File: src/rtl/ice_buffer_arbiter.sv
// Round-robin arbiter that grants one requester at a time a byte path into a shared TX buffer.
// It also reports each finished packet and maintains a shared event-ID counter.
module ice_buffer_arbiter #(
  parameter int unsigned NUM_REQ = 4,
  parameter int unsigned LEN_W   = 8
) (
  input  logic                 clk,
  input  logic                 reset_n,
  input  logic [NUM_REQ-1:0]   buffer_request,
  output logic [NUM_REQ-1:0]   buffer_grant,
  input  logic [8*NUM_REQ-1:0] buffer_data,
  input  logic [NUM_REQ-1:0]   buffer_valid,
  output logic [7:0]           out_data,
  output logic                 out_valid,
  input  logic [NUM_REQ-1:0]   global_counter_inc,
  output logic [7:0]           global_counter,
  output logic                 pkt_done,
  output logic [LEN_W-1:0]     pkt_len,
  output logic [2:0]           pkt_owner,
  output logic                 proto_err
);

  typedef enum logic [1:0] {ST_IDLE, ST_GRANT, ST_TURN} state_e;

  localparam logic [LEN_W-1:0] LenMax    = '1;
  localparam logic [2:0]       LastReset = 3'(NUM_REQ - 1);

  state_e             r_state, w_state_d;
  logic [2:0]         r_owner, r_last_owner, w_next_owner;
  logic [LEN_W-1:0]   r_cnt;
  logic [7:0]         r_gcnt;
  logic [NUM_REQ-1:0] w_owner_oh, w_sel, w_nonowner;
  logic               w_owner_req, w_owner_inc, w_granted;
  logic [7:0]         w_out_data;

  always_comb begin
    w_owner_oh = '0;
    for (int j = 0; j < NUM_REQ; j++) begin
      w_owner_oh[j] = (r_owner == 3'(j));
    end
  end

  assign w_granted   = (r_state == ST_GRANT);
  assign w_owner_req = |(buffer_request & w_owner_oh);
  assign w_owner_inc = w_granted && |(global_counter_inc & w_owner_oh);
  assign w_sel       = w_granted ? (buffer_valid & w_owner_oh) : '0;
  // Outside a grant nobody owns the path, so every strobe is a violation.
  assign w_nonowner  = w_granted ? ~w_owner_oh : '1;

  // Pick the requester closest after last_owner in circular order.
  always_comb begin
    int d;
    int best;
    d            = 0;
    best         = NUM_REQ;
    w_next_owner = '0;
    for (int j = 0; j < NUM_REQ; j++) begin
      d = (j + NUM_REQ - 1 - int'(r_last_owner)) % NUM_REQ;
      if (buffer_request[j] && d < best) begin
        best         = d;
        w_next_owner = 3'(j);
      end
    end
  end

  always_comb begin
    w_state_d = r_state;
    case (r_state)
      ST_IDLE:  if (|buffer_request) w_state_d = ST_GRANT;
      ST_GRANT: if (!w_owner_req) w_state_d = ST_TURN;
      ST_TURN:  w_state_d = ST_IDLE;
      default:  w_state_d = ST_IDLE;
    endcase
  end

  always_ff @(posedge clk or negedge reset_n) begin
    if (!reset_n) begin
      r_state <= ST_IDLE;
    end else begin
      r_state <= w_state_d;
    end
  end

  always_ff @(posedge clk or negedge reset_n) begin
    if (!reset_n) begin
      r_owner      <= '0;
      r_last_owner <= LastReset;
      r_cnt        <= '0;
      r_gcnt       <= '0;
    end else begin
      if (r_state == ST_IDLE) begin
        r_cnt <= '0;
      end else if (out_valid && r_cnt != LenMax) begin
        r_cnt <= r_cnt + 1'b1;
      end
      if (r_state == ST_IDLE && |buffer_request) begin
        r_owner <= w_next_owner;
      end
      if (r_state == ST_TURN) begin
        r_last_owner <= r_owner;
      end
      if (w_owner_inc) begin
        r_gcnt <= r_gcnt + 8'd1;
      end
    end
  end

  always_comb begin
    w_out_data = '0;
    for (int j = 0; j < NUM_REQ; j++) begin
      if (w_sel[j]) w_out_data = buffer_data[8*j +: 8];
    end
  end

  assign buffer_grant   = w_granted ? w_owner_oh : '0;
  assign out_valid      = |w_sel;
  assign out_data       = w_out_data;
  assign global_counter = r_gcnt;
  assign pkt_done       = (r_state == ST_TURN);
  assign pkt_len        = (r_state == ST_TURN) ? r_cnt : '0;
  assign pkt_owner      = (r_state == ST_TURN) ? r_owner : 3'd0;
  assign proto_err      = |(buffer_valid & w_nonowner) | |(global_counter_inc & w_nonowner);

endmodule

File: config.mk
export PLATFORM = sky130hd
export DESIGN_NAME = ice_buffer_arbiter
export DESIGN_NICKNAME = d
export VERILOG_FILES = /design/src/rtl/ice_buffer_arbiter.sv
export SDC_FILE = /design/constraint.sdc
export NUM_CORES = 1
export LEC_CHECK = 0
export BUFFER_PORTS_ARGS = -buffer_cell sky130_fd_sc_hd__buf_2
export CORE_UTILIZATION = 43
export CTS_BUF_LIST = sky130_fd_sc_hd__clkbuf_4 sky130_fd_sc_hd__clkbuf_8
export DETAILED_ROUTE_END_ITERATION = 10
export PLACE_DENSITY_LB_ADDON = 0.1
export SLEW_MARGIN = 20
export SYNTH_ARGS = -nofsm -noshare
export SYNTH_HDL_FRONTEND = slang
export SYNTH_SLANG_ARGS = --single-unit
File: constraint.sdc
create_clock -name clk -period 3.6 [get_ports clk]
set_input_delay 0.72 -clock clk [delete_from_list [all_inputs] [get_ports clk]]
set_output_delay 0.72 -clock clk [all_outputs]
set_load 0.005 [all_outputs]
**Word-level counts from Yosys, hierarchy flattened**

Index checks and enable logic that the tools add are counted.

- Output and inout port bits: 34
- Bits of input ports: 46
- Register bits: 23
- Word-level logic and storage cells: 67

- Bitwise operators: 7
- Reductions and logical operators: 17
- Eq/ne operators: 8
- Mux-type cells: 20
- Add/subtract/negate cells: 6
- Magnitude comparators: 4

Operators by type and width:

| operator | count |
|---|---|
| $lt A3 B32 Y1 | 3 |
| $mux W32 | 2 |
| $mux W8 | 7 |
| $reduce_or A4 Y1 | 6 |
| $and A4 B4 Y4 | 5 |
| $add A8 B1 Y8 const B | 2 |
| $mux W3 | 4 |
| $mux W4 | 3 |
| $ne A8 B8 Y1 const B | 1 |
| $logic_and A1 B1 Y1 | 7 |
| $eq A3 B2 Y1 const B | 2 |
| $mux W2 | 2 |
| $ne A2 B2 Y1 const B | 2 |
| $not A4 Y4 | 1 |
| $pmux W2 S2 | 1 |
| $sub A1 B2 Y2 const A | 2 |
| $sub A2 B2 Y2 const A | 2 |
| $eq A3 B1 Y1 const B | 1 |
| $logic_not A3 Y1 | 1 |
| $lt A2 B3 Y1 const B | 1 |
| $eq A2 B1 Y1 const B | 1 |
| $eq A2 B2 Y1 const B | 1 |
| $logic_not A2 Y1 | 1 |
| $reduce_and A2 Y1 | 1 |
| other kinds (3) | 3 |

**Longest topological paths before layout**

- Depth after elaboration: 13
- Depth in mapped cells: 16
- Gate-level depth less buffers: 16

**Worst setup path after synthesis**

No wires, ideal clock.

- Path kind: input to register
- From: input buffer_request[0]
- To: register r_owner[0]
- Required time: 3.512 ns
- Data arrival time: 3.288 ns
- Path buffers: 0
- Setup time: 0.088 ns
- Slack: 0.223 ns
- Cell stages on the path: 14
- Path through: nand2b_1 ha_1 a21oi_1 o21ai_0 mux2_2 ha_1 o22ai_1 a22o_1 nand2_1 o21a_1 ha_1 a211oi_1 o21ai_0 a41oi_1

- Cells in the longest elaborated chain, start to end: 11
- Elaborated cells between the ends (all ways): 15
- Those cells by class: order compare (3); mux (6); reduce/logical (6)

RTL lines:

| what | RTL line | text |
|---|---|---|
| start: declaration | 9 | `input logic [NUM_REQ-1:0] buffer_request,` |
| $logic_and A1 B1 Y1 | 59 | `if (buffer_request[j] && d < best) begin` |
| $mux W3 | 59 |  |
| $lt A3 B32 Y1 | 59 |  |
| $logic_and A1 B1 Y1 | 59 |  |
| $mux W32 | 59 |  |
| $lt A3 B32 Y1 | 59 |  |
| $logic_and A1 B1 Y1 | 59 |  |
| $mux W32 | 59 |  |
| $lt A3 B32 Y1 | 59 |  |
| $logic_and A1 B1 Y1 | 59 |  |
| $mux W3 | 59 |  |
| end signal: assignment | 97 | `r_owner <= w_next_owner;` |
| end: declaration | 29 | `logic [2:0] r_owner, r_last_owner, w_next_owner;` |

Several ways; a longest one is shown, not always the timed one.
A chain may end at the register's enable or synchronous reset.

**Worst setup path after layout**

- From: register r_last_owner[0]
- To: register r_owner[1]

- Cells in the longest elaborated chain, start to end: 13
- Elaborated cells between the ends (all ways): 17
- Those cells by class: add/sub (4); order compare (4); mux (5); reduce/logical (4)

RTL lines:

| what | RTL line | text |
|---|---|---|
| start: declaration | 29 |  |
| start signal: assignment | 87 | `r_last_owner <= LastReset;` |
| start signal: assignment | 100 | `r_last_owner <= r_owner;` |
| $sub A2 B2 Y2 | 58 | `d = (j + NUM_REQ - 1 - int'(r_last_owner)) % NUM_REQ;` |
| $lt A2 B3 Y1 | 59 |  |
| $logic_and A1 B1 Y1 | 59 |  |
| $mux W3 | 59 |  |
| $lt A3 B32 Y1 | 59 |  |
| $logic_and A1 B1 Y1 | 59 |  |
| $mux W32 | 59 |  |
| $lt A3 B32 Y1 | 59 |  |
| $logic_and A1 B1 Y1 | 59 |  |
| $mux W32 | 59 |  |
| $lt A3 B32 Y1 | 59 |  |
| $logic_and A1 B1 Y1 | 59 |  |
| $mux W3 * | 59 |  |

Every way passes the cells marked *; elsewhere a longest branch is shown, timed or not.

==> flow_summary.json <==
{
  "worstReg2RegStart": "r_last_owner[0]$_DFFE_PN1P_",
  "p_leak_nw": 1.117,
  "synth.top_cells.by_count": "nand2_1 (27), dfrtp_1 (20), nor2_1 (16), and2_1 (12), nand3_1 (8)",
  "num_rows": 22,
  "drv_cap": 0,
  "synth.largest_area_cell": "dfrtp_1",
  "whs_ns": 0.4044,
  "cts_tree": "done",
  "crit_path_end_kind": "flip-flop",
  "port_buffers": 78,
  "synthesis.area_um2": 1653,
  "cts_buffers": 3,
  "drv_slew": 0,
  "met3_usage": 0.03393,
  "wl_mm": 4.176,
  "fin_util": 0.6059,
  "worst-path-buf-inv": 1,
  "drc": 0,
  "ys_top_cells_by_area": "dfrtp_1 (30%), nand2_1 (6.1%), and2_1 (4.5%)",
  "clk_pin_slew_ns": 0.08,
  "syn_nets": 239,
  "nNetsFinal": 320,
  "slowest_delay_ns": 0.60,
  "async_flop_share": 1.000,
  "critPathSlowestCell": "dfstp_2",
  "outcome": "finished, final reports clean",
  "fillers": 322,
  "antenna_found_initial": 0,
  "layout-drive-gt1-share": 0.3993,
  "die_w_um": 64,
  "synth-edff-count": 0,
  "initial_core_util": 0.4515,
  "ys_seq_area_frac": 0.3346,
  "busiest_layer": "met2",
  "initialDrtViolationCount": 61,
  "ir_drop_v": 0.0005151,
  "cts_root_buf": "clkbuf_8",
  "place_congestion": 0.7968,
  "yosysTopAreaCellShare": 0.3028,
  "grtUsageMet1": 0.2472,
  "grt_max_degree": 23,
  "clock_latency_ns": 0.26,
  "setup_viol": 0,
  "ys.flop_type": "dfrtp_1",
  "die_area_um2": 4096,
  "fin_skew_ns": 0.001998,
  "dp.cells": 308,
  "synth.most_common_cell": "nand2_1",
  "grt_pass1_wl_mm": 6.451,
  "cp_max_fo": 5,
  "r2r_slack_ns": 0.11,
  "worst_ep_arrival_time_ns": 3.67,
  "crit_type": "flip-flop to flip-flop",
  "drt-wirelength-per-cell_um": 13.22,
  "synth_area_per_cell_um2": 8.792,
  "worstRegToRegCells": 16,
  "gr-usage-all-layers": 0.1969,
  "htreeDepth": 1,
  "cts.sinks": 22,
  "period_needed_ns": 3.488,
  "vias": 1720,
  "n_antenna_cell": 0,
  "slew_headroom": 0.6656,
  "crit_chain": "xnor2_2, inv_1, ha_4, a21oi_2, o21ai_2, mux2_4, ha_1, o22ai_2, a22o_1, nand2_1, o21a_1, ha_4, nor2b_1, a31oi_1, nand2_1, a41oi_2",
  "min_period_over_period": 0.9689,
  "syn_inst": 188,
  "stdcell_count": 316,
  "cellPowerDensity_nw_per_um2": 719.9,
  "avgViaCountPerCell": 5.443,
  "drt.antenna.violating_nets": 0,
  "ys_warn_count": 0,
  "hp-class": "primary input to asynchronous set/reset pin",
  "grt_overflow": 0,
  "ios": 80,
  "r2r-end": "r_owner[1]$_DFFE_PN0P_",
  "fmax_mhz": 286.7,
  "grt_pass1_vias": 1454,
  "synth_cell_type_count": 49,
  "use_met2": 0.3457,
  "area_growth_syn_to_layout_pct": 34.22,
  "worstMarginPinSlew_ns": 0.4995,
  "drt-pass1-iter-count": 7,
  "core_area_um2": 3661,
  "clockBufferDepth": 2,
  "cp-start-kind": "flip-flop",
  "dp_hpwl_mm": 3.099,
  "die_y_um": 64,
  "path_delay_family": "compound AO/OA/AOI/OAI gates",
  "synth-seq-cells": 22,
  "critPathRequiredTime_ns": 3.78,
  "hold_viol": 0
}
[final cells by class]
cell class                      instances  area [um2]  share of cell area
Inverter                                5       18.77            0.008460
Multi-Input combinational cell        153        1096              0.4941
Clock buffer                            4       55.05             0.02482
Tap cell                               48       60.06             0.02707
Timing Repair Buffer                   84       435.4              0.1963
Sequential cell                        22       553.0              0.2493
[worst reg2reg max path: stages (launching register included)]
cell and delay [ns]:
dfstp_2 0.60, xnor2_2 0.14, inv_1 0.10, ha_4 0.28, a21oi_2 0.07, o21ai_2 0.20
mux2_4 0.33, ha_1 0.29, o22ai_2 0.19, a22o_1 0.21, nand2_1 0.07, o21a_1 0.13
ha_4 0.22, nor2b_1 0.13, a31oi_1 0.18, nand2_1 0.10, a41oi_2 0.19
[layer usage]
| layer | vias up | share of wire |
|---|---|---|
| met1 | 776 | 0.44 |
| met5 | - | 0 |
| met4 | 0 | 0.014 |
| met3 | 6 | 0.085 |
| met2 | 85 | 0.46 |
| li1 | 853 | - |
[registers in the layout, summed over array words and instances, names as in the netlist]
signal,count
r_cnt,8
r_last_owner,2
global_counter,8
r_state,2
r_owner,2
[worst max-delay path by stage]
stage / startpoint / to / slack, ns / cells after the start
after detailed placement: buffer_request[0] / r_owner[0]$_DFFE_PN0P_ / -0.1 / 15
final: r_last_owner[0]$_DFFE_PN1P_ / r_owner[1]$_DFFE_PN0P_ / 0.11 / 16
after global placement: buffer_request[0] / r_owner[0]$_DFFE_PN0P_ / 0.0008 / 15
after CTS: r_last_owner[0]$_DFFE_PN1P_ / r_owner[0]$_DFFE_PN0P_ / 0.02 / 15
after global routing: r_last_owner[0]$_DFFE_PN1P_ / r_owner[0]$_DFFE_PN0P_ / -0.10 / 16
after floorplan: buffer_request[0] / r_owner[0]$_DFFE_PN0P_ / 0.22 / 14
[cells by family after synthesis]
group	count (synthesis)	share of synthesized area
other	1	0.002269
AND/OR/NAND/NOR	91	0.2854
AO/OA/AOI/OAI	37	0.1734
buffers and inverters	13	0.03709
multiplexers	11	0.08706
XOR/XNOR	8	0.04239
adder cells (fa/ha/maj)	5	0.03785
flip-flops	22	0.3346
[cell usage in the layout, fill, tap and decap left out, types with 4 or more instances in the layout]
cell type   n
nand4_1     5
a222oi_1    7
nor2_1     16
nand3_1     8
and2_1     12
xnor2_1     6
and3_1      4
buf_2      78
mux2i_1     5
inv_1       5
dfrtp_1    20
o21ai_0     5
clkbuf_8    4
nand2_1    27
buf_4       6
[power breakdown]
part | switching (mW) | internal [mW] | total (mW)
Sequential | 0.137 | 0.333 | 0.469
Combinational | 0.461 | 0.493 | 0.954
Clock | 0.0767 | 0.0973 | 0.174
Total | 0.674 | 0.923 | 1.60
[per-stage QoR]
| stage | setup TNS (ns) | setup WS, ns | instance area, um2 | total power, mW |
|---|---|---|---|---|
| CTS | 0 | 0.02169 | 2131 | 1.429 |
| global route | -0.1972 | -0.1002 | 2218 | 1.728 |
| floorplan | 0 | 0.2234 | 1653 | 1.019 |
| detailed placement | -0.1700 | -0.09730 | 2076 | 1.250 |
| global placement | 0 | 0.0008440 | 2076 | 1.231 |
| finish | 0 | 0.1121 | 2218 | 1.597 |
[timing repair]
item,in CTS,in global routing
endpoints found under the setup margin,2,2
setup buffers,0,4
hold buffers,0,0
gates resized for setup,1,9
pin swaps,0,7
gates cloned,0,0
(Power assumes the default switching activity.)
